===== src/rtl/alu_share_ctrl.sv =====
// Two-port round-robin sequencer sharing one bit_8_alu, with a backpressured response channel.
// Optional build macro: ALU_SHARE_FIXED_PRIO_EN selects fixed priority (port 0 wins) instead of round robin.

module bit_8_alu (
    input  logic [7:0] A,
    input  logic [7:0] B,
    input  logic [2:0] ALU_Sel,
    input  logic       Cin,
    output logic [7:0] ALU_Out,
    output logic       Cout
);

    logic [8:0] res_s;

    // Opcode decode; bit 8 carries the add carry or the subtract borrow
    always_comb begin
        res_s = 9'd0;
        case (ALU_Sel)
            3'b000:  res_s = {1'b0, A & B};
            3'b001:  res_s = {1'b0, A | B};
            3'b010:  res_s = {1'b0, A ^ B};
            3'b011:  res_s = {1'b0, A} + {1'b0, B} + {8'd0, Cin};
            3'b100:  res_s = {1'b0, A} - {1'b0, B};
            3'b101:  res_s = {1'b0, A};
            3'b110:  res_s = {1'b0, B};
            3'b111:  res_s = {1'b0, ~A};
            default: res_s = 9'd0;
        endcase
    end

    assign ALU_Out = res_s[7:0];
    assign Cout    = res_s[8];

endmodule

module alu_share_ctrl #(
    parameter int W = 8
) (
    input  logic         clk,
    input  logic         rst,
    input  logic         r0_valid,
    output logic         r0_ready,
    input  logic [W-1:0] r0_a,
    input  logic [W-1:0] r0_b,
    input  logic [2:0]   r0_sel,
    input  logic         r0_cin,
    input  logic         r1_valid,
    output logic         r1_ready,
    input  logic [W-1:0] r1_a,
    input  logic [W-1:0] r1_b,
    input  logic [2:0]   r1_sel,
    input  logic         r1_cin,
    output logic         resp_valid,
    input  logic         resp_ready,
    output logic         resp_id,
    output logic [W-1:0] resp_out,
    output logic         resp_cout,
    output logic         busy
);

    typedef enum logic [1:0] {
        IDLE = 2'd0,
        EXEC = 2'd1,
        RESP = 2'd2
    } state_t;

    state_t       state_r;
    logic [W-1:0] op_a_r;
    logic [W-1:0] op_b_r;
    logic [2:0]   op_sel_r;
    logic         op_cin_r;
    logic         op_id_r;
`ifndef ALU_SHARE_FIXED_PRIO_EN
    logic         last_r;
`endif

    logic         grant_valid_s;
    logic         grant_id_s;
    logic         accept_s;
    logic [W-1:0] alu_out_s;
    logic         alu_cout_s;

    // Arbitration: a lone requester always wins; contention resolved by policy
    always_comb begin
        grant_valid_s = 1'b0;
        grant_id_s    = 1'b0;
        if (r0_valid && r1_valid) begin
            grant_valid_s = 1'b1;
`ifdef ALU_SHARE_FIXED_PRIO_EN
            grant_id_s    = 1'b0;
`else
            grant_id_s    = ~last_r;
`endif
        end else if (r0_valid) begin
            grant_valid_s = 1'b1;
            grant_id_s    = 1'b0;
        end else if (r1_valid) begin
            grant_valid_s = 1'b1;
            grant_id_s    = 1'b1;
        end else begin
            grant_valid_s = 1'b0;
            grant_id_s    = 1'b0;
        end
    end

    assign r0_ready = (state_r == IDLE) && grant_valid_s && !grant_id_s;
    assign r1_ready = (state_r == IDLE) && grant_valid_s &&  grant_id_s;
    assign accept_s = (state_r == IDLE) && grant_valid_s;

    // The ALU only ever sees the captured operands, never live requester inputs
    bit_8_alu u_alu (
        .A       (op_a_r),
        .B       (op_b_r),
        .ALU_Sel (op_sel_r),
        .Cin     (op_cin_r),
        .ALU_Out (alu_out_s),
        .Cout    (alu_cout_s)
    );

    // Sequencer: capture on accept, execute one cycle, hold response until taken
    always_ff @(posedge clk or posedge rst) begin
        if (rst) begin
            state_r    <= IDLE;
            op_a_r     <= {W{1'b0}};
            op_b_r     <= {W{1'b0}};
            op_sel_r   <= 3'd0;
            op_cin_r   <= 1'b0;
            op_id_r    <= 1'b0;
`ifndef ALU_SHARE_FIXED_PRIO_EN
            last_r     <= 1'b1;
`endif
            resp_valid <= 1'b0;
            resp_id    <= 1'b0;
            resp_out   <= {W{1'b0}};
            resp_cout  <= 1'b0;
            busy       <= 1'b0;
        end else begin
            case (state_r)
                IDLE: begin
                    if (accept_s) begin
                        op_a_r   <= grant_id_s ? r1_a   : r0_a;
                        op_b_r   <= grant_id_s ? r1_b   : r0_b;
                        op_sel_r <= grant_id_s ? r1_sel : r0_sel;
                        op_cin_r <= grant_id_s ? r1_cin : r0_cin;
                        op_id_r  <= grant_id_s;
`ifndef ALU_SHARE_FIXED_PRIO_EN
                        last_r   <= grant_id_s;
`endif
                        busy     <= 1'b1;
                        state_r  <= EXEC;
                    end else begin
                        busy     <= 1'b0;
                        state_r  <= IDLE;
                    end
                end
                EXEC: begin
                    resp_out   <= alu_out_s;
                    resp_cout  <= alu_cout_s;
                    resp_id    <= op_id_r;
                    resp_valid <= 1'b1;
                    state_r    <= RESP;
                end
                RESP: begin
                    if (resp_ready) begin
                        resp_valid <= 1'b0;
                        busy       <= 1'b0;
                        state_r    <= IDLE;
                    end else begin
                        state_r    <= RESP;
                    end
                end
                default: begin
                    resp_valid <= 1'b0;
                    busy       <= 1'b0;
                    state_r    <= IDLE;
                end
            endcase
        end
    end

endmodule


===== config.mk =====
export PLATFORM = sky130hd
export DESIGN_NAME = alu_share_ctrl
export DESIGN_NICKNAME = d
export VERILOG_FILES = /design/src/rtl/alu_share_ctrl.sv
export SDC_FILE = /design/constraint.sdc
export NUM_CORES = 1
export LEC_CHECK = 0
export ABC_AREA = 1
export CORE_MARGIN = 4
export CORE_UTILIZATION = 45
export DETAILED_ROUTE_END_ITERATION = 8
export PLACE_DENSITY = 0.72
export SLEW_MARGIN = 20
export SYNTH_ARGS = -nofsm -noshare
export SYNTH_HDL_FRONTEND = slang
export SYNTH_SLANG_ARGS = --single-unit

===== constraint.sdc =====
create_clock -name clk -period 2.25 [get_ports clk]
set_input_delay 0.5625 -clock clk [delete_from_list [all_inputs] [get_ports clk]]
set_output_delay 0.5625 -clock clk [all_outputs]
set_load 0.03 [all_outputs]

; ---- After elaboration in Yosys (flattened, before gate mapping)
; Cells that the tools add are included.
; W data, S select, Z words.
[totals]
output_inout_bits = 14
ff_bits = 36
mem_bits_ro = 0
ram_bits = 0
in_bits = 45
n_memories = 0
wordCells = 59
latchBits = 0
[op_classes]
n_eq_ne = 10
addsub = 3
reduce_logical = 10
n_lt_le_gt_ge = 0
multipliers = 0
bitwise_logic = 7
n_shift = 0
muxes = 17
div = 0
[ops]
columns = op, count
row1 = $pmux W9 S8, 1
row2 = $mux W8, 2
row3 = $eq A3 B3 Y1 const B, 4
row4 = $add A8 B8 Y9, 1
row5 = $add A9 B1 Y9, 1
row6 = $mux W1, 9
row7 = $sub A8 B8 Y9, 1
row8 = $and A8 B8 Y8, 1
row9 = $not A8 Y8, 1
row10 = $or A8 B8 Y8, 1
row11 = $xor A8 B8 Y8, 1
row12 = $eq A3 B2 Y1 const B, 2
row13 = $pmux W1 S3, 2
row14 = $pmux W2 S3, 1
row15 = $reduce_and A2 Y1, 3
row16 = $logic_and A1 B1 Y1, 4
row17 = $eq A3 B1 Y1 const B, 1
row18 = $logic_not A3 Y1, 1
row19 = $mux W3, 1
row20 = $not A1 Y1, 3
row21 = $eq A2 B1 Y1 const B, 1
row22 = $eq A2 B2 Y1 const B, 1
row23 = $logic_not A2 Y1, 1
row24 = $mux W2, 1
row25 = other kinds (2), 2

; ---- Logic depth before layout (Yosys ltp)
; Gate-level depths: netlist (run 1).
[logic_depth]
ltp_word = 6
depth_mapped = 13
ltp_nobuf = 12

; ---- Modules after synthesis
; Synthesis (run 1) repeated with hierarchy kept, for this count alone.
[hier_totals]
cells_unflattened = 480
area_unflattened_um2 = 3151.8
[by_module_without_submodules]
columns = module, n_inst, seq_area_each_um2, area_per_inst_um2, cells_per_inst
row1 = alu_share_ctrl, 1, 902.1, 1736.7, 222
row2 = bit_8_alu, 1, 0.0, 1415.1, 258

; ---- Worst setup path after synthesis (run 1)
; OpenSTA, ideal clock, no wires.
[synth_path]
path_kind = in2out
startpoint = in r1_valid
endpoint = out r0_ready
t_required_ns = 1.688
path_buffers = 1
arrival_time_ns = 1.238
slack_ns = 0.450
path_stages = 5
path_cell_list = o21ai_1 > inv_1 > nand2_1 > inv_2 > buf_2
[synth_between]
elab_chain_len = 5
elab_cells_between_ends = 9
cone_classes = mux (5) / reduce/logical (4)
[synth_lines]
columns = item, line
row1 = start: declaration, 47  ; input logic r1_valid,
row2 = $mux W1, 97  ; end else if (r1_valid) begin
row3 = $mux W1, 94  ; end else if (r0_valid) begin
row4 = $mux W1, 87  ; if (r0_valid && r1_valid) begin
row5 = $logic_and A1 B1 Y1 / $logic_not A1 Y1 (equally long branches), 106  ; assign r0_ready = (state_r == IDLE) && grant_valid_s && !grant_id_s;
row6 = $logic_and A1 B1 Y1 *, 106
row7 = end: declaration, 42  ; output logic r0_ready,
; Mark *: on every way between the ends. The rest lies on a longest branch, timed or not.

; ---- Worst setup path in the final report (run 1)
; Same ends and word-level chain as after synthesis.

==> results of run 1 <==
-- final timing paths --
check	to	slack, ps	cells after the start
hold reg to reg	last_r	470	2
min in group asynchronous	resp_out[4]	660	3
setup / recovery	r0_ready	110	6
setup reg to reg	resp_out[4]	240	12
hold / removal	last_r	470	2
max in group asynchronous	last_r	1230	3
-- stage by stage --
step	worst slack, ps	hold WS [ps]	utilization, %	total power [mW]
after floorplan	450	448	-	3.72
after global placement	60.8	460	57.9	4.78
after detailed placement	30.0	464	57.9	4.82
after CTS	21.0	478	59.5	5.33
after global routing	16.7	485	59.6	5.93
final	108	473	59.6	5.36
-- sequential cells by signal, summed over array words and instances, names as in the netlist --
register / cells
busy: 1
op_id_r: 1
op_cin_r: 1
resp_cout: 1
resp_out: 8
resp_id: 1
op_a_r: 8
resp_valid: 1
last_r: 1
state_r: 2
op_b_r: 8
op_sel_r: 3
-- routing by layer --
layer | share of wire, % | wire, um | vias up
li1 | - | - | 1433
met1 | 48 | 3840 | 1351
met2 | 44 | 3530 | 101
met3 | 7.3 | 585 | 8
met4 | 0.81 | 65 | 0
met5 | 0 | 0 | -
-- Yosys cell counts (5+ instances only) --
master	instances	area share, %
ha_1	24	11
nor3_1	6	1.1
nand3_1	33	6.0
o21ai_0	28	5.1
buf_2	6	1.1
inv_1	57	7.8
o22ai_1	8	1.8
nand2_1	139	19
dfrtp_1	35	32
a21oi_1	8	1.5
nor2_1	21	2.9
o211ai_1	19	5.2
nand4_1	5	1.1
-- layout by cell type (no fill, tap or decap), types with 9 or more instances in the layout --
cell type / Yosys / final
nand2_1: 139 / 139
ha_1: 24 / 24
nor2_1: 21 / 21
nand3_1: 33 / 33
dfrtp_1: 35 / 35
buf_4: 0 / 9
inv_1: 57 / 57
o211ai_1: 19 / 19
clkdlybuf4s50_1: 0 / 56
o21ai_0: 28 / 28
-- kinds of logic after synthesis --
kind of cell	Yosys count	share of synthesized area [%]
and+or+nand+nor	209	31.3
buffers and inverters	68	9.60
AOI/OAI and AO/OA	65	13.9
DFF	36	32.8
adders and majority gates	26	12.4
-- power breakdown --
group / switching [mW] / internal [mW] / leakage [nW] / total (mW)
Combinational: 2.35 / 1.31 / 1.27 / 3.65
Sequential: 0.254 / 0.966 / 0.446 / 1.22
Clock: 0.272 / 0.220 / 0.0404 / 0.491
-- cell type report --
| cell class | count | share of cell area [%] |
|---|---|---|
| repair buffers | 65 | 17.8 |
| multi-input cells | 300 | 45.1 |
| clock buffers | 5 | 1.95 |
| well taps | 75 | 2.66 |
| inverters | 59 | 6.28 |
| clock inverters | 3 | 0.674 |
| flip-flops and latches | 36 | 25.6 |
-- critical path, stage by stage --
cell             delay (ps)
clkdlybuf4s50_1         430
o21ai_2                 230
inv_1                    80
nand2_1                  80
inv_2                    40
buf_4                   160
==> summary.txt, run 1 <==
Outcome
  – Status: finished, final reports clean

CTS
  – Clock tree buffer depth: 2
  – CTS sink count: 36
  – H-tree depth: 2
  – CTS clk-pin slew, worst paths: ~80 ps
  – CTS tree: yes
  – CTS Hold Bufs: 0
  – Clk root buf: clkbuf_8
  – Post-CTS Resized: 0
  – Worst-Skew Late Latency: 300 ps
  – CTS Buf Count: 5
  – # Post-CTS Setup Buffers: 0

Timing
  – Final Hold Fails: 0
  – Number of setup violations in the final report: 0
  – Min Tclk post-route: roughly 2100 ps
  – Fmax: 467 MHz
  – Fin crit share: 95.2%
  – Setup TNS: 0 ps
  – Max Slew Vio Count: 0
  – RSZ-0062 raised after global routing: no
  – Slew at the pin closest to its max-slew limit: 515 ps
  – Max-slew headroom: 65.6%
  – Clock skew: approximately 9.2 ps

Synthesis
  – Distinct cells, synth: 23
  – Post-Syn Area: around 0.0028 mm^2
  – Number of enable flip-flop cells after synthesis: 0
  – Syn_nets: 475
  – YS warnings: 0
  – Number of synthesized register bits: 36
  – Syn Area/Cell: 6.81 um^2
  – Async SR Flop Fraction: 100%
  – Synth Instances: 404
  – Sequential area share after synthesis: 32.8%
  – Most used DFF post-synth: dfrtp_1

Pwr
  – Power density cells: 1520 mW/mm^2
  – Peak VDD IR: slightly above 0.8 mV
  – Leak: 1.76 nW

Setup path
  – Crit. End Element: output pin
  – Worst Path Required: 1690 ps
  – FF-to-FF Start: op_a_r[0]
  – Classification of the worst setup path: in2out
  – Critical Path Fanout Max: 5
  – Crit path DAT: 1580 ps
  – Crit path launch type: input port
  – Worst Setup SP: r1_valid

Routing
  – DR pass1 iterations: 5
  – ANT nets after route: 0
  – Via count: roughly 2900
  – Drc violations: 0
  – DR iter-0 viols: 177
  – WL final: 8.02 mm
  – Drt wl/cell: 14.8 um
  – Vias/cell: 5.33

Global routing
  – Largest net degree at the start of global routing: 37
  – Vias in the first global route: 2818
  – GRT Util Overall: 23.0%
  – GRT overflow: 0
  – Global route hottest layer: met2
  – Initial antenna violation count: 0
  – Met1 GRT Util: 32.9%
  – First-pass GRT wire length: 13.5 mm
  – GR Util met2: between 30% and 40%
  – Met3 usage: 4.47%

Cells and area
  – Multi-input gate area: 0.00159 mm^2
  – Post-route cell area: roughly 0.0035 mm^2
  – Nets: 538
  – FF+latch area: 902 um^2
  – Synthesis-to-finish area growth: 28.2%
  – Diodes inserted: 0
  – Number of non-filler instances in the completed layout: 543
  – Fillers: 555
  – Share of layout cells above drive strength 1: 4.70%

Die
  – Die ar.: 0.00743 mm^2
  – Die Wd: 86.2 um
  – DIE HEIGHT: 86.2 um
  – Starting Density: 46.5%
  – Row count: 28
  – I/O pins: 59
  – Core Footprint: between 0.005 and 0.006 mm^2

Run
  – Maxcap violations: 0

Placement
  – DP Cell Count: 535
  – Gp weighted congestion: 0.922
  – Placed Instance Area: 0.00343 mm^2
  – # port buffers: 58
  – Half-perimeter wire length after placement: 5.90 mm

Min path
  – HP Start: last_r
  – Worst hold path type: reg2reg
No activity file was read; power rests on OpenSTA's default activity.
==> run 2, diff against run 1 <==
--- a/config.mk
+++ b/config.mk
@@ -5,12 +5,13 @@
 export SDC_FILE = /design/constraint.sdc
 export NUM_CORES = 1
 export LEC_CHECK = 0
-export ABC_AREA = 1
 export CORE_MARGIN = 4
 export CORE_UTILIZATION = 45
+export CTS_CLUSTER_SIZE = 16
 export DETAILED_ROUTE_END_ITERATION = 8
-export PLACE_DENSITY = 0.72
+export PLACE_DENSITY = 0.71
 export SLEW_MARGIN = 20
 export SYNTH_ARGS = -nofsm -noshare
 export SYNTH_HDL_FRONTEND = slang
+export SYNTH_HIERARCHICAL = 1
 export SYNTH_SLANG_ARGS = --single-unit
==> summary.txt, run 2 <==
Outcome
  – Failing checks: negative setup slack
  – Status: finished, violations left

Setup path
  – Crit path DAT: 2620 ps
  – Worst Path Required: about 2400 ps
  – Critical Path Fanout Max: 3
  – R2R setup slack: -190 ps
  – Worst R2R End: resp_cout
  – Worst Setup SP: op_cin_r
  – Classification of the worst setup path: reg2reg
  – R2R cell count: 8
  – Crit path to: resp_cout
  – FF-to-FF Start: op_cin_r
  – Crit path launch type: flip-flop
  – Crit. End Element: flip-flop

Global routing
  – Initial antenna violation count: 0
  – Largest net degree at the start of global routing: 37
  – First-pass GRT wire length: 13.5 mm
  – GRT Util Overall: 22.3%
  – Vias in the first global route: 2773
  – GRT overflow: 0

Synthesis
  – YS warnings: 6
  – Syn Area/Cell: 8.69 um^2
  – Most used DFF post-synth: dfrtp_1
  – Number of enable flip-flop cells after synthesis: 0
  – Syn_nets: 405
  – Synth cell count leaders: nand2_1, dfrtp_1, a21oi_1, inv_1, ha_1
  – Synth top area share: 30.2%
  – Top cells by area, synth: dfrtp_1, ha_1, a21oi_1, nand2_1, a31oi_1
  – Top-count cell post-synth: nand2_1
  – Async SR Flop Fraction: 100%
  – Synth Instances: 334
  – Post-Syn Area: 0.00290 mm^2
  – Area leader, netlist: dfrtp_1
  – Sequential area share after synthesis: 31.1%
  – Number of synthesized register bits: 36
  – Distinct cells, synth: 57

Placement
  – Gp weighted congestion: approximately 0.9
  – # port buffers: slightly below 60
  – Placed Instance Area: 0.00374 mm^2
  – Half-perimeter wire length after placement: 6.53 mm
  – Worst slack, placed: -250 ps

Routing
  – WL final: 8.36 mm
  – DR pass1 iterations: 4
  – Drc violations: 0
  – Via count: about 2700
  – Drt wl/cell: 16.7 um
  – Vias/cell: roughly 5.5
  – DR iter-0 viols: 200
  – ANT nets after route: 0

Timing
  – Fmax: 409 MHz
  – Slew at the pin closest to its max-slew limit: 759 ps
  – Final Hold Fails: 0
  – Number of setup violations in the final report: 7
  – RSZ-0062 raised after global routing: yes
  – Min Tclk post-route: 2440 ps
  – Clock skew: 6.61 ps
  – Fin crit share: 109%
  – Max Slew Vio Count: 0
  – Setup WS post-layout: -194 ps
  – Max-slew headroom: 49.4%

Pwr
  – Design Power: 7.02 mW
  – Power density cells: about 1800 mW/mm^2
  – Comb pwr share: 74.7%
  – Internal: 3.73 mW
  – Net Sw Power: around 3.3 mW
  – Switching Fraction: 46.8%
  – Peak VDD IR: 0.802 mV
  – Clock power share: 6.6%
  – Leak: about 1.8 nW
  – Seq pwr share: 18.7%

Die
  – Die Wd: 88.3 um
  – Row count: 28
  – Starting Density: 47.6%
  – Core Footprint: 0.00610 mm^2
  – I/O pins: between 50 and 60
  – DIE HEIGHT: 88.3 um
  – Die ar.: 0.00780 mm^2

CTS
  – Clock tree buffer depth: 2
  – CTS tree: yes
  – Worst-Skew Late Latency: 290 ps
  – CTS Buf Count: 5
  – H-tree depth: 2
  – CTS Hold Bufs: 0
  – CTS clk-pin slew, worst paths: 80 ps
  – Clk root buf: clkbuf_8
  – CTS sink count: 36

Run
  – Maxcap violations: 0

Cells and area
  – Fillers: 559
  – Most common cell after layout, fill and taps aside: clkdlybuf4s50_1
  – Nets: 495
  – Share of layout cells above drive strength 1: 20.5%
  – Most frequent cells in the layout: clkdlybuf4s50_1, buf_4, nand2_1, dfrtp_1, a21oi_1
  – Diodes inserted: 0
  – Synthesis-to-finish area growth: 34.8%
  – Regs by FF count: op_a_r (8), op_b_r (8), resp_out (8)
  – Post-route cell area: between 0.003 and 0.004 mm^2

Min path
  – HP Start: resp_valid
  – Worst hold path type: reg2reg
  – Worst Hold Depth: 1
## run 2: cell type report
| class | count | area [um^2] | area share [%] |
|---|---|---|---|
| Timing Repair Buffer | 104 | 933 | 23.9 |
| Clock inverter | 3 | 18.8 | 0.480 |
| Sequential cell | 36 | 902 | 23.1 |
| Multi-Input combinational cell | 248 | 1780 | 45.6 |
| Inverter | 29 | 109 | 2.78 |
| Tap cell | 75 | 93.8 | 2.40 |
| Clock buffer | 5 | 68.8 | 1.76 |
## run 2: worst max-delay path: stages, from the launching register on
cell	delay, ps
dfrtp_1	410
fa_2	430
a211oi_4	260
o31ai_2	130
o31ai_2	270
o21ba_2	210
o22ai_1	60
a221o_1	300
mux2_2	260
## run 2: what timing repair did
| action | 4_1_cts | 5_1_grt |
|---|---|---|
| pin swaps | 6 | 3 |
| setup buffers | 6 | 1 |
| resized for setup | 6 | 5 |
| endpoints found under the setup margin | 6 | 8 |
## run 2: power by group through the flow
stage / Combinational [mW] / Clock (mW) / Sequential (mW)
6_report: 5.25 / 0.460 / 1.31
5_1_grt: 5.69 / 0.500 / 1.36
4_1_cts: 5.12 / 0.468 / 1.31
2_1_floorplan: 3.12 / 0 / 1.49
3_5_place_dp: 4.88 / 0 / 1.34
3_3_place_gp: 4.84 / 0 / 1.32
## run 2: cells by family (layout without fill, tap and decap cells)
kind of cell    Yosys count  in the layout  synth area share (%)
xor+xnor                 12             12                  3.62
simple gates             90             90                  14.7
flops                    36             36                  31.1
mux                      16             16                  5.99
fa+ha+maj                27             27                  12.1
compound gates          103            103                  23.9
buf+inv                  50            141                  8.62
## run 2: worst min-delay path by stage
| stage | end | slack (ps) |
|---|---|---|
| global route | resp_out[1] | 520 |
| global placement | busy | 460 |
| CTS | resp_valid | 500 |
| floorplan | op_id_r | 450 |
| finish | resp_valid | 490 |
| detailed placement | resp_valid | 480 |
## run 2: per-stage QoR
stage	cells	hold WS (ps)	TNS [ps]	util, %
after floorplan	334	446	-134	-
after global placement	485	464	-364	61.4
after detailed placement	485	479	-749	61.4
after CTS	499	496	-638	63.9
after global routing	500	517	-1150	64.1
final	500	493	-701	64.1
## run 2: per-layer routing
| layer | part of all wire (%) | up-vias | GRT usage, % | wire length [um] |
|---|---|---|---|---|
| met2 | 50 | 79 | 37.9 | 4180 |
| met3 | 4.8 | 2 | 3.07 | 402 |
| met1 | 45 | 1310 | 30.0 | 3770 |
| met5 | 0 | - | 0 | 0 |
| met4 | 0.17 | 0 | 5.91 | 14 |
| li1 | - | 1356 | - | - |
==> run 3, diff against run 2 <==
--- a/config.mk
+++ b/config.mk
@@ -10,6 +10,7 @@
 export CTS_CLUSTER_SIZE = 16
 export DETAILED_ROUTE_END_ITERATION = 8
 export PLACE_DENSITY = 0.71
+export REMOVE_ABC_BUFFERS = 1
 export SLEW_MARGIN = 20
 export SYNTH_ARGS = -nofsm -noshare
 export SYNTH_HDL_FRONTEND = slang
==> constraint.sdc (replaced) <==
create_clock -name clk -period 2.25 [get_ports clk]
set_input_delay 0.5625 -clock clk [delete_from_list [all_inputs] [get_ports clk]]
set_output_delay 0.5625 -clock clk [all_outputs]
set_load 0.01 [all_outputs]
==> summary.txt, run 3 (same netlist as run 2, synthesis figures left out) <==
Outcome
  – Status: finished, violations left
  – Failing checks: negative setup slack

Setup path
  – Crit path to: resp_cout
  – Crit path launch type: flip-flop
  – Crit-path max cell delay: between 400 and 500 ps
  – R2R setup slack: -110 ps
  – Crit path DAT: 2540 ps
  – Classification of the worst setup path: reg2reg
  – Worst R2R End: resp_cout
  – Worst Path Required: between 2000 and 2500 ps
  – FF-to-FF Start: op_a_r[0]
  – R2R cell count: 8
  – Worst Setup SP: op_a_r[0]
  – Cell family with most CP delay: compound AO/OA/AOI/OAI gates
  – Critical-path top delay cell: dfrtp_2
  – Crit path buffers/inverters: 0
  – Worst path most repeated cell: o31ai_2
  – Critical path depth: 8
  – Critical Path Fanout Max: 3
  – CP Cell Sequence: fa_2, a211oi_4, o31ai_2, o31ai_2, o21ba_2, o22ai_1, a221o_1, mux2_2
  – Crit. End Element: flip-flop

Pwr
  – Seq pwr share: slightly below 20%
  – Power density cells: 1750 mW/mm^2
  – Clock power share: 9.1%
  – Internal: around 3.9 mW
  – Leak: 1.81 nW
  – Switching Fraction: 43.4%
  – Comb pwr share: 71.6%
  – Peak VDD IR: 0.854 mV
  – Net Sw Power: about 3.0 mW

Die
  – Core Footprint: 0.00610 mm^2
  – Starting Density: between 40% and 50%
  – Die ar.: 0.00780 mm^2
  – I/O pins: 59
  – Row count: 28
  – Die Wd: 88.3 um
  – DIE HEIGHT: around 88 um

CTS
  – CTS sink count: 36
  – H-tree depth: 2
  – Clock tree buffer depth: 2
  – Worst-Skew Late Latency: 290 ps
  – Clk root buf: clkbuf_8
  – CTS Buf Count: 5
  – CTS clk-pin slew, worst paths: roughly 80 ps
  – CTS tree: yes
  – CTS Hold Bufs: 0

Timing
  – Final Hold Fails: 0
  – Fin crit share: 105%
  – Slew at the pin closest to its max-slew limit: 690 ps
  – Number of setup violations in the final report: 4
  – RSZ-0062 raised after global routing: yes
  – Max-slew headroom: 54.0%
  – Setup WS post-layout: -107 ps
  – Min Tclk post-route: approximately 2400 ps
  – Max Slew Vio Count: 0
  – Fmax: between 400 and 500 MHz
  – Clock skew: 5.41 ps

Routing
  – Via count: 2728
  – DR iter-0 viols: 140
  – WL final: 7.59 mm
  – Drc violations: 0
  – Vias/cell: between 5 and 6
  – DR pass1 iterations: 4
  – ANT nets after route: 0
  – Drt wl/cell: 15.3 um

Global routing
  – GR Util met2: 33.8%
  – Met1 GRT Util: 28.8%
  – Largest net degree at the start of global routing: 37
  – Initial antenna violation count: 0
  – Vias in the first global route: about 2700
  – GRT overflow: 0
  – First-pass GRT wire length: roughly 13 mm
  – GRT Util Overall: 20.7%
  – Global route hottest layer: met2
  – Met3 usage: around 3.3%

Cells and area
  – Regs by FF count: op_a_r (8), op_b_r (8), resp_out (8)
  – Fillers: 539
  – Most frequent cells in the layout: clkdlybuf4s50_1, buf_4, nand2_1, dfrtp_1, a21oi_1
  – Diodes inserted: 0
  – Share of layout cells above drive strength 1: 21.1%
  – Most common cell after layout, fill and taps aside: clkdlybuf4s50_1
  – Number of non-filler instances in the completed layout: 497
  – Core Util, Final: between 60% and 70%
  – Multi-input gate area: 0.00181 mm^2
  – Synthesis-to-finish area growth: 36.2%
  – Nets: 492
  – FF+latch area: 906 um^2

Placement
  – Gp weighted congestion: 0.849
  – # port buffers: 58
  – Half-perimeter wire length after placement: around 6 mm
  – DP Cell Count: 486

Run
  – Maxcap violations: 0

Min path
  – Worst hold path type: reg2reg
==> run 3: through the flow <==
| step | instance area [um^2] | setup WS (ps) | setup TNS [ps] | hold slack, ps | power (mW) |
|---|---|---|---|---|---|
| 2_1_floorplan | 2760 | -126 | -246 | 446 | 4.25 |
| 3_3_place_gp | 3730 | -358 | -1350 | 457 | 5.85 |
| 3_5_place_dp | 3730 | -378 | -1490 | 469 | 5.96 |
| 4_1_cts | 3910 | -106 | -399 | 487 | 6.77 |
| 5_1_grt | 3950 | -225 | -911 | 509 | 7.50 |
| 6_report | 3950 | -107 | -268 | 487 | 6.91 |
==> run 3: power groups by stage <==
stage / Sequential [mW] / Clock [mW] / Combinational (mW)
after floorplan: 1.43 / 0 / 2.82
after global placement: 1.31 / 0 / 4.55
after detailed placement: 1.33 / 0 / 4.63
after CTS: 1.33 / 0.643 / 4.80
after global routing: 1.39 / 0.668 / 5.44
final: 1.33 / 0.631 / 4.95
==> run 3: routing by layer <==
metal / up-vias / wire (um)
met1: 1296 / 3640
met3: 6 / 320
met4: 0 / 63
met5: - / 0
met2: 76 / 3560
li1: 1350 / -
==> run 3: worst min path at each step <==
stage,depth (start not counted),end,slack (ps),from
after floorplan,1,op_id_r,450,op_id_r
after global placement,1,op_id_r,460,op_id_r
after detailed placement,1,op_id_r,470,op_id_r
after CTS,1,op_id_r,490,op_id_r
after global routing,1,busy,510,busy
final,1,op_id_r,490,op_id_r
==> run 3: layout make-up <==
class,count,area share (%)
Tap cell,75,2.37
Clock inverter,1,0.760
Inverter,29,2.75
Clock buffer,7,2.44
Timing Repair Buffer,101,22.8
Multi-Input combinational cell,248,45.9
Sequential cell,36,22.9
==> run 3: repair_timing <==
action	CTS	global route
buffers inserted	2	1
endpoints found under the setup margin	7	8
resized for setup	20	6
pin swaps	4	2
==> RTL edit 1 (settings of run 1) <==
Build with the macro `ALU_SHARE_FIXED_PRIO_EN` defined.
--- a/src/rtl/alu_share_ctrl.sv
+++ b/src/rtl/alu_share_ctrl.sv
@@ -2,2 +2,4 @@
 // Optional build macro: ALU_SHARE_FIXED_PRIO_EN selects fixed priority (port 0 wins) instead of round robin.
+
+`define ALU_SHARE_FIXED_PRIO_EN
 
Behaviour: not the same (a bounded check fails within 4 cycles, from zero or initial values and one cycle with rst high).
==> RTL edit 1 against run 1 <==
- setup slack improved by 110 ps
- die area increased by 0.24%
- design area decreased by 0.82%
- sequential cell count decreased by 1
- wire length decreased by 12%
- synthesized area increased by 0.27%
- power decreased by 3.3%
- largest cell class unchanged
==> RTL edit 1: results <==
# TYPE chip_impl_metric gauge
chip_impl_metric{name="slowest_delay",unit="ps"} 470
chip_impl_metric{name="vias_per_cell",unit=""} 5.04
chip_impl_metric{name="placement.setup.worst_slack",unit="ps"} 220
chip_impl_metric{name="holdWs",unit="ps"} 478
chip_impl_metric{name="r2r_setup_slack",unit="ps"} 320
chip_impl_metric{name="syn_to_final_growth",unit="%"} 26.8
chip_impl_metric{name="first_pass_grt_wire_length",unit="µm"} 11900
chip_impl_metric{name="critPathMaxFanout",unit=""} 2
chip_impl_metric{name="finalWeightedCongestion",unit=""} 0.913
chip_impl_metric{name="skew",unit="ps"} 5.41
chip_impl_metric{name="tightestPinTransition",unit="ps"} 582
chip_impl_metric{name="synth-adder-area-share",unit="%"} 12.3
chip_impl_metric{name="net_count_of_the_mapped_netlist",unit=""} 469
chip_impl_metric{name="grt_start_max_net_pins",unit=""} 36
chip_impl_info{name="synth_top_cells_by_area",value="sky130_fd_sc_hd__dfrtp_1 32%, sky130_fd_sc_hd__nand2_1 18%, sky130_fd_sc_hd__ha_1 11%"} 1
chip_impl_metric{name="yosys.cell_types.count",unit=""} 30
chip_impl_info{name="result_of_the_run",value="finished, final reports clean"} 1
chip_impl_metric{name="place.detailed.hpwl",unit="µm"} 5550
chip_impl_metric{name="critPathArrivalTime",unit="ps"} 1470
chip_impl_info{name="worstSetupEndpoint",value="r1_ready"} 1
chip_impl_metric{name="p_leak",unit="nW"} 1.73
chip_impl_metric{name="layout-drive-gt1-share",unit="%"} 5.02
chip_impl_metric{name="vias",unit=""} 2684
chip_impl_metric{name="combined_global_route_utilization_of_all_metal_layers",unit="%"} 19.9
chip_impl_info{name="ys_top_cells_by_count",value="131 x sky130_fd_sc_hd__nand2_1, 59 x sky130_fd_sc_hd__inv_1, 35 x sky130_fd_sc_hd__dfrtp_1"} 1
chip_impl_metric{name="placedInstanceArea",unit="mm²"} 0.00341
chip_impl_metric{name="drt_iter0_drc",unit=""} 146
chip_impl_metric{name="peakVddDrop",unit="µV"} 856
==> RTL edit 1: layout make-up <==
type,count,area share [%]
multi-input cells,293,46.0
clock inverters,3,0.572
clock buffers,5,1.97
well taps,75,2.68
repair buffers,62,17.3
inverters,60,6.44
flip-flops and latches,35,25.0
==> RTL edit 1: worst min path at each step <==
stage / to / depth (start not counted)
floorplan: op_cin_r$_DFFE_PP0P_ / 2
global placement: busy$_DFFE_PP0P_ / 2
detailed placement: busy$_DFFE_PP0P_ / 2
CTS: resp_out[5]$_DFFE_PP0P_ / 2
global route: resp_out[5]$_DFFE_PP0P_ / 2
finish: resp_out[4]$_DFFE_PP0P_ / 2
==> RTL edit 1: power by group through the flow <==
stage | clock network, mW | registers (mW) | logic, mW
after detailed placement | 0 | 1.18 | 3.52
after CTS | 0.474 | 1.17 | 3.54
final | 0.461 | 1.17 | 3.55
after global placement | 0 | 1.17 | 3.50
after global routing | 0.498 | 1.22 | 4.04
after floorplan | 0 | 1.33 | 2.42
==> RTL edit 1: routing by layer <==
metal	vias to the layer above	global-route usage [%]	wire length, µm
li1	1412	-	-
met1	1193	30.2	3550
met2	73	29.9	3040
met3	6	2.47	342
met4	0	5.38	82
met5	-	0	0
==> RTL edit 1: cell families (layout without fill, tap and decap cells) <==
family                     after synthesis  count (layout)
AOI/OAI and AO/OA                       60              60
adders and majority gates               26              26
buffers and inverters                   70             130
DFF                                     35              35
and+or+nand+nor                        207             207
==> RTL edit 1: tightest hold or removal path, stage by stage (launching register included) <==
cell and delay, ps:
sky130_fd_sc_hd__dfrtp_1 350, sky130_fd_sc_hd__nand2_1 50, sky130_fd_sc_hd__nand2_1 50
==> RTL edit 2 (settings of run 1) <==
Made on the original files. Encoding of `state_t`: now one-hot (3 bits for 3 states).
--- a/src/rtl/alu_share_ctrl.sv
+++ b/src/rtl/alu_share_ctrl.sv
@@ -60,6 +60,6 @@
 
-    typedef enum logic [1:0] {
-        IDLE = 2'd0,
-        EXEC = 2'd1,
-        RESP = 2'd2
+    typedef enum logic [2:0] {
+        IDLE = 3'b001,
+        EXEC = 3'b010,
+        RESP = 3'b100
     } state_t;
Check against the original RTL: same outputs for any inputs over 10 cycles, from zero or initial values and one cycle with rst high; not proved beyond that.
==> RTL edit 2 against run 1 <==
- setup slack gained 110 ps
- synthesized area increased by 3.4%
- wire length fell by 7.9%
- global-route usage fell by 2.0 points
- count of clock-buffer cells in the layout up 2
- design area up 2.1%
- core utilization is 0.19 points higher
- power grew 3.4%
- sequential cell count up 1
- critical endpoint unchanged
- largest power group unchanged
==> RTL edit 2: results <==
# TYPE chip_impl_metric gauge
chip_impl_info{name="result_of_the_run",value="finished, final reports clean"} 1
chip_impl_metric{name="met3WireLength",unit="µm"} 420
chip_impl_metric{name="grt_pass1_vias",unit=""} 2648
chip_impl_info{name="cpLargestDelayFamily",value="flip-flops"} 1
chip_impl_metric{name="grt_start_max_net_pins",unit=""} 38
chip_impl_metric{name="tightestPinTransition",unit="ps"} 476
chip_impl_metric{name="post-place-cells",unit=""} 532
chip_impl_metric{name="critPathMaxFanout",unit=""} 3
chip_impl_metric{name="place.detailed.hpwl",unit="µm"} 5910
chip_impl_info{name="regToRegEndpoint",value="resp_out[5]$_DFFE_PP0P_"} 1
chip_impl_metric{name="first_pass_grt_wire_length",unit="µm"} 12600
chip_impl_metric{name="synth_seq_area_share",unit="%"} 32.6
chip_impl_metric{name="drt_iter0_drc",unit=""} 178
chip_impl_info{name="synth_top_cells_by_area",value="sky130_fd_sc_hd__dfrtp_1 31%, sky130_fd_sc_hd__nand2_1 18%, sky130_fd_sc_hd__ha_1 11%"} 1
chip_impl_metric{name="wirelength_met1",unit="µm"} 3550
chip_impl_metric{name="r2r_setup_slack",unit="ps"} 270
chip_impl_metric{name="p_leak",unit="nW"} 1.79
chip_impl_metric{name="combined_global_route_utilization_of_all_metal_layers",unit="%"} 21.0
chip_impl_metric{name="layout-drive-gt1-share",unit="%"} 7.10
chip_impl_metric{name="layout.nets",unit=""} 535
chip_impl_metric{name="fillerInstances",unit=""} 621
chip_impl_info{name="timing.critical_path.slowest_stage_cell",value="sky130_fd_sc_hd__dfstp_2"} 1
chip_impl_metric{name="vias",unit=""} 2820
chip_impl_metric{name="routedWlPerCell",unit="µm"} 13.7
chip_impl_metric{name="critPathArrivalTime",unit="ps"} 1470
chip_impl_info{name="ys_top_cells_by_count",value="134 x sky130_fd_sc_hd__nand2_1, 50 x sky130_fd_sc_hd__inv_1, 35 x sky130_fd_sc_hd__dfrtp_1"} 1
[RTL edit 2: layer usage]
metal  GRT usage (%)  up-vias
met1            31.1     1279
met3            2.65       10
met5               0        -
met2            32.5       90
met4            5.02        0
li1                -     1441
[RTL edit 2: how the worst max path moves through the flow]
stage,cells past startpoint,startpoint,endpoint,slack (ps)
after detailed placement,6,r0_valid,r0_ready,210
after global placement,6,r1_valid,r0_ready,220
after CTS,6,r1_valid,r0_ready,210
after global routing,11,op_a_r[2]$_DFFE_PP0P_,resp_out[5]$_DFFE_PP0P_,70
after floorplan,12,op_a_r[0]$_DFFE_PP0P_,resp_out[4]$_DFFE_PP0P_,480
final,5,state_r[0]$_DFF_PP1_,r0_ready,210
[RTL edit 2: per-stage QoR]
stage	worst slack [ps]	hold slack, ps	total power, mW	area, µm²
after floorplan	477	443	3.95	2850
after global placement	221	459	4.91	3500
after detailed placement	214	460	4.99	3500
after CTS	212	478	5.54	3600
after global routing	69.5	488	6.16	3600
final	214	470	5.55	3600
[RTL edit 2: power by group]
group | switching, mW | total [mW] | leakage (nW) | internal [mW]
clock network | 0.251 | 0.534 | 0.0549 | 0.283
logic | 2.38 | 3.73 | 1.28 | 1.34
registers | 0.288 | 1.28 | 0.457 | 0.996
[RTL edit 2: logic make-up (layout without fill, tap and decap cells)]
group,Yosys count,in the layout,share of synthesized area (%)
AO/OA/AOI/OAI,65,65,13.7
adder cells (fa/ha/maj),26,26,12.0
buffers and inverters,67,127,9.23
flip-flops,37,37,32.6
AND/OR/NAND/NOR,210,210,32.5
[RTL edit 2: cell type report]
type / count / share of cell area, %
Clock inverter: 1 / 0.243
Sequential cell: 37 / 25.8
Clock buffer: 7 / 2.68
Inverter: 57 / 5.94
Timing Repair Buffer: 62 / 16.8
Tap cell: 75 / 2.61
Multi-Input combinational cell: 301 / 45.9
[RTL edit 2: worst min-delay path: stages, from the launching register on]
cell	delay [ps]
sky130_fd_sc_hd__dfstp_2	370
sky130_fd_sc_hd__nand2_1	50
sky130_fd_sc_hd__nand2_1	50
